$ cat src/rtl/stream_mux_n.sv
// N-to-1 registered stream multiplexer with explicit-select or round-robin
// arbitration; a grant is held from the first beat through the packet's last beat.
module stream_mux_n #(
   parameter  int NUM_CH = 4,
   parameter  int DATA_W = 8,
   localparam int SEL_W  = $clog2(NUM_CH)
) (
   input  logic                     clk,
   input  logic                     rst,
   input  logic                     mode,
   input  logic [SEL_W-1:0]         sel,
   input  logic [NUM_CH*DATA_W-1:0] in_data,
   input  logic [NUM_CH-1:0]        in_valid,
   input  logic [NUM_CH-1:0]        in_last,
   output logic [NUM_CH-1:0]        in_ready,
   output logic [DATA_W-1:0]        out_data,
   output logic                     out_valid,
   output logic                     out_last,
   output logic [SEL_W-1:0]         out_ch,
   input  logic                     out_ready
);

   typedef enum logic {IDLE, LOCKED} state_t;

   state_t                         state;
   logic [SEL_W-1:0]               g;
   logic [SEL_W-1:0]               rr_ptr;
   logic [NUM_CH-1:0][DATA_W-1:0]  ch_data;
   logic                           slot_free;
   logic                           take;
   logic                           sel_hit;
   logic                           rr_hit;
   logic [SEL_W-1:0]               rr_idx;
   int                             cand;

   assign ch_data   = in_data;
   assign slot_free = !out_valid || out_ready;
   assign take      = (state == LOCKED) && in_valid[g] && slot_free;

   // Only the granted channel ever sees ready; the output slot gates it.
   always_comb begin
      in_ready = '0;
      if (state == LOCKED) in_ready[g] = slot_free;
   end

   // Explicit select: out-of-range indices never grant.
   always_comb begin
      sel_hit = 1'b0;
      if (int'(sel) < NUM_CH) sel_hit = in_valid[sel];
   end

   // Round-robin search starts one past the last grant and wraps once.
   always_comb begin
      rr_hit = 1'b0;
      rr_idx = '0;
      cand   = 0;
      for (int i = 1; i <= NUM_CH; i++) begin
         cand = int'(rr_ptr) + i;
         if (cand >= NUM_CH) cand = cand - NUM_CH;
         if (!rr_hit && in_valid[SEL_W'(cand)]) begin
            rr_hit = 1'b1;
            rr_idx = SEL_W'(cand);
         end
      end
   end

   always_ff @(posedge clk) begin
      if (rst) begin
         state     <= IDLE;
         g         <= '0;
         rr_ptr    <= SEL_W'(NUM_CH - 1);
         out_valid <= 1'b0;
         out_data  <= '0;
         out_last  <= 1'b0;
         out_ch    <= '0;
      end else begin
         case (state)
            IDLE: begin
               if (!mode) begin
                  if (sel_hit) begin
                     g     <= sel;
                     state <= LOCKED;
                  end
               end else if (rr_hit) begin
                  g      <= rr_idx;
                  rr_ptr <= rr_idx;
                  state  <= LOCKED;
               end
            end
            LOCKED: begin
               if (take && in_last[g]) state <= IDLE;
            end
            default: state <= IDLE;
         endcase

         if (take) begin
            out_valid <= 1'b1;
            out_data  <= ch_data[g];
            out_last  <= in_last[g];
            out_ch    <= g;
         end else if (out_valid && out_ready) begin
            out_valid <= 1'b0;
         end
      end
   end

endmodule

$ cat config.mk
export PLATFORM = sky130hd
export DESIGN_NAME = stream_mux_n
export DESIGN_NICKNAME = d
export VERILOG_FILES = /design/src/rtl/stream_mux_n.sv
export SDC_FILE = /design/constraint.sdc
export NUM_CORES = 1
export LEC_CHECK = 0
export ABC_CLOCK_PERIOD_IN_PS = 2100
export BUFFER_PORTS_ARGS = -buffer_cell sky130_fd_sc_hd__buf_2
export CAP_MARGIN = 10
export CORE_ASPECT_RATIO = 1.1
export CORE_MARGIN = 2
export CORE_UTILIZATION = 34
export CTS_CLUSTER_DIAMETER = 60
export DETAILED_ROUTE_END_ITERATION = 7
export GPL_ROUTABILITY_DRIVEN = 0
export MAX_ROUTING_LAYER = met4
export SYNTH_ARGS = -nofsm -noshare
export SYNTH_HDL_FRONTEND = slang
export SYNTH_SLANG_ARGS = --single-unit
$ cat constraint.sdc
create_clock -name clk -period 2.1 [get_ports clk]
set_input_delay 0.525 -clock clk [delete_from_list [all_inputs] [get_ports clk]]
set_output_delay 0.525 -clock clk [all_outputs]
set_load 0.01 [all_outputs]
Yosys cells after proc, flatten, opt, wreduce, memory -nomap -nowiden
Cells that the tools add are included.
W data, S select, Z words.
- $lt $le $gt $ge: 11
- equal/unequal tests: 1
- mux-type cells: 45
- reduce and logical (&&, ||, !) cells: 17
- bitwise operators: 2
- add/subtract/negate cells: 8
- operators with widths (kind ; number):
    $mux W1 ; 22
    $mux W2 ; 11
    $bmux W8 S2 ; 1
    $lt A2 B4 Y1 const B ; 4
    $bmux W1 S2 ; 7
    $ge A3 B3 Y1 const B ; 3
    $logic_and A1 B1 Y1 ; 8
    $mux W8 ; 1
    $sub A2 B1 Y2 const B ; 4
    $add A2 B2 Y3 const B ; 2
    $lt A2 B3 Y1 const B ; 2
    $reduce_and A3 Y1 ; 2
    $add A2 B3 Y4 const B ; 1
    $and A4 B4 Y4 ; 1
    $ge A4 B3 Y1 const B ; 1
    $logic_not A1 Y1 ; 4
    $mux W4 ; 1
    $reduce_bool A2 Y1 ; 2
    $add A2 B1 Y3 const B ; 1
    $demux W1 S2 ; 1
    $ge A2 B1 Y1 const B ; 1
    $ne A2 B1 Y1 const B ; 1
    $pmux W1 S2 ; 1
    $logic_or A1 B1 Y1 ; 1
    $not A1 Y1 ; 1
- logic and storage cells: 91
- output and inout port bits: 16
- bits in registers: 17

Logic depth before layout (Yosys ltp)
- depth after elaboration: 19
- gate-level depth with buffers: 7
- gate-level depth less buffers: 4

Worst setup path after synthesis
Ideal clock, no wire load.
- path kind: input port to flip-flop
- from: input in_valid[3]
- to: register out_ch[0]
- data arrival time: 1.591 ns
- data required time: 1.972 ns
- setup slack: 0.381 ns
- library setup time: 0.128 ns
- cell stages on the path: 6
- cells stage by stage: mux4_2 -> and3_4 -> buf_6 -> buf_8 -> mux2i_1 -> nor2_1
- longest elaborated chain between the ends: 4
- RTL lines (item ; line ; source):
    start, declared ; 13 ; input logic [NUM_CH-1:0] in_valid,
    $bmux W1 S2 ; 38 ; assign take = (state == LOCKED) && in_valid[g] && slot_free;
    $mux W1 (not written as such) ; 38 ;
    $logic_and A1 B1 Y1 (2 in a row) ; 38 ;
    end signal, assigned ; 100 ; out_ch <= g;
    end, declared ; 19 ; output logic [SEL_W-1:0] out_ch,
Every way passes these cells. The select of a mux whose other input is x is not followed.
A chain may end at the register's enable or synchronous reset.

Worst setup path in the final report
- from: input out_ready
- to: output in_ready[0]
- longest elaborated chain between the ends: 3
- RTL lines (item ; line ; source):
    start, declared ; 20 ; input logic out_ready
    $logic_or A1 B1 Y1 ; 37 ; assign slot_free = !out_valid || out_ready;
    $and A4 B4 Y4 (no line) ; n/a ;
    $mux W4 ; 43 ; if (state == LOCKED) in_ready[g] = slot_free;
    end, declared ; 15 ; output logic [NUM_CH-1:0] in_ready,
Every way passes these cells.

==> out/metrics.yaml <==
outcome: "completed"
io_buffers: 61
ys_warn_count: 0
p_leak_nw: 0.649
crit_path_frequent_cell: "buf_2"
ys.flop_type: "dfxtp_1"
whs_ns: 0.486
dr.pass1.iters: 4
dieArea_mm2: 0.00364
ys_types: 29
setup_viol: 0
worstHoldPathType: "reg -> reg"
root_buffer: "clkbuf_4"
drv_slew: 0
dr_total_vias: 1009
clk_pin_slew_ns: 0.09
worst-path-max-fanout: 3
clockBufferDepth: 2
grt_antenna_before_repair: 0
cap_violations: 0
synth_edf_count: 0
cp.arrival_ns: 1.29
nets: 211
cts_made_buffers: 3
powerDensity_mw_per_mm2: 627
grt_pass1_vias: 1007
critPathLaunch: "out_ready"
postCtsHoldBufs: 0
ff2ff_path_depth: 4
wirelength_um: 2570
r2r_slack_ns: 0.56
path_delay_family: "simple AND/OR/NAND/NOR gates"
fillers: 300
place_hpwl_um: 2090
synth_async_sr_flop_share_pct: 0
drive_above_1_share_pct: 48.8
synthToLayoutAreaGrowth_pct: 30.5
timing.rr.end: "out_last$_SDFFE_PP0P_"
worst_pin_slew_ns: 0.323
postCtsSetupBuffers: 0
crit_path_cell_trace: "buf_2 -> nand2b_1 -> and2_1 -> nor3b_1 -> buf_2"
finalHoldViolations: 0
critPathLaunchType: "primary input"
power_w: 0.000881
r2r-start: "g[1]$_SDFFE_PP0P_"
crit_slowest_cell: "and2_1"
boundaryPins: 62
relSlewSlack_pct: 78.5
initial_core_util_pct: 35.3
worst_ep_required_time_ns: 1.57
slowest_delay_ns: 0.20
n_antenna_cell: 0
grt_setup_unrepaired: "no"
worst-path-stages: 5
finalCriticalPeriod_ns: 1.82
syn_nets: 151
grt_max_degree: 20
netlist_instances: 105
fin_worst_skew_ns: 0.00318
wl_per_cell_um: 13.0
ys_ff_latch: 17
tns_ns: 0
drc: 0
drt-initial-drc-count: 50
final_antenna_net_count: 0
core_area_mm2: 0.00305
cp-endpoint: "in_ready[0]"
rows: 21
tritoncts: "done"
crit_buf_inv: 2
grt_overflow: 0
synth_area_mm2: 0.00108
cts-resized-gates: 0
seq_area_frac_synth_pct: 31.6
vdd_drop_max_v: 0.000282
fmax_ghz: 0.550
die_height_um: 63.0
clock_sinks: 17
h-tree-depth: 1
grt_util_all_layers_pct: 15.4
worst-setup-path-type: "in -> out"
clkLatencyLatePin_ns: 0.28
grt_pass1_wl_um: 4300
vias_per_cell: 5.10
syn_avg_cell_area_um2: 10.3
endpoint_kind: "output port"
finalCritPeriodShare_pct: 86.5
die_w_um: 57.7
-- metrics by stage --
| step | instance area [um2] | instances | utilization (%) | setup slack (ns) |
|---|---|---|---|---|
| CTS | 1410 | 198 | 46.1 | 0.294 |
| global route | 1410 | 198 | 46.1 | 0.171 |
| detailed placement | 1380 | 194 | 45.3 | 0.197 |
| floorplan | 1080 | 105 | - | 0.381 |
| finish | 1410 | 198 | 46.1 | 0.283 |
| global placement | 1380 | 194 | 45.3 | 0.219 |
-- sequential cells by signal, indices dropped and copies added (netlist names) --
| register | count |
|---|---|
| out_data | 8 |
| g | 2 |
| out_ch | 2 |
| rr_ptr | 2 |
| out_last | 1 |
| out_valid | 1 |
| state | 1 |
-- Yosys cell counts (all sizes together) (2+ instances only) --
cell	number	share of area, %
buf	7	5.2
and2	2	1.2
mux4	11	23
mux2i	11	10
nand3b	3	2.1
nor2	17	5.9
nand2	8	2.8
a211oi	2	1.4
inv	4	1.4
nand2b	4	2.3
nor2b	3	1.7
a21oi	3	1.4
dfxtp	17	32
-- power breakdown --
| part | total, W | switching, W | internal, W |
|---|---|---|---|
| Combinational | 0.000327 | 0.000151 | 0.000176 |
| Clock | 0.000170 | 0.0000962 | 0.0000737 |
| Sequential | 0.000385 | 0.0000266 | 0.000358 |
| Total | 0.000881 | 0.000274 | 0.000607 |
-- worst register-to-register path: stages (launching register included) --
cell and delay [ns]:
dfxtp_1 0.39, mux4_2 0.53, and3_4 0.27, nand2b_1 0.16, a21oi_1 0.14
-- kinds of logic after synthesis --
family	share of synthesized area (%)
muxes	33.2
AOI/OAI and AO/OA	9.41
buffers and inverters	6.97
DFF	31.6
and+or+nand+nor	18.8
-- how the worst min path moves through the flow --
stage	from	endpoint	slack (ns)	depth (start not counted)
finish	out_last$_SDFFE_PP0P_	out_last$_SDFFE_PP0P_	0.49	2
global route	out_last$_SDFFE_PP0P_	out_last$_SDFFE_PP0P_	0.52	2
CTS	out_last$_SDFFE_PP0P_	out_last$_SDFFE_PP0P_	0.49	2
detailed placement	out_last$_SDFFE_PP0P_	out_last$_SDFFE_PP0P_	0.47	2
global placement	out_last$_SDFFE_PP0P_	out_last$_SDFFE_PP0P_	0.46	2
floorplan	state$_SDFF_PP0_	out_valid$_SDFFE_PP0P_	0.48	2
-- cells in the final DEF, fill, tap and decap left out, drive strengths merged --
master,synthesis,layout
o41ai,1,1
mux4,11,11
nand3b,3,3
dfxtp,17,17
o21ai,1,1
a22oi,1,1
a21o,1,1
buf,7,63
o2bb2ai,1,1
a211oi,2,2
nor3b,1,1
and2,2,2
mux2i,11,11
o21bai,1,1
a31oi,1,1
clkbuf,1,4
or4,1,1
and3,1,1
a221oi,1,1
nor2,17,17
nand2,8,8
o22ai,1,1
a21oi,3,3
inv,4,4
nand2b,4,4
nor2b,3,3
-- metal layers --
metal / vias up / global-route usage [%] / wire length (um) / share of wire [%]
li1: 499 / - / - / -
met2: 46 / 27.3 / 1260 / 49
met4: 0 / 5.23 / 21 / 0.82
met5: - / - / 0 / 0
met1: 462 / 17.1 / 1040 / 40
met3: 2 / 2.48 / 249 / 9.7
-- final cells by class --
cell class,count,area (um2),area share (%)
Sequential cell,17,340,24.2
Inverter,4,15.0,1.07
Clock buffer,4,26.3,1.87
Tap cell,34,42.5,3.02
Multi-Input combinational cell,76,662,47.1
Timing Repair Buffer,63,320,22.8
No activity file was read; power rests on OpenSTA's default activity.
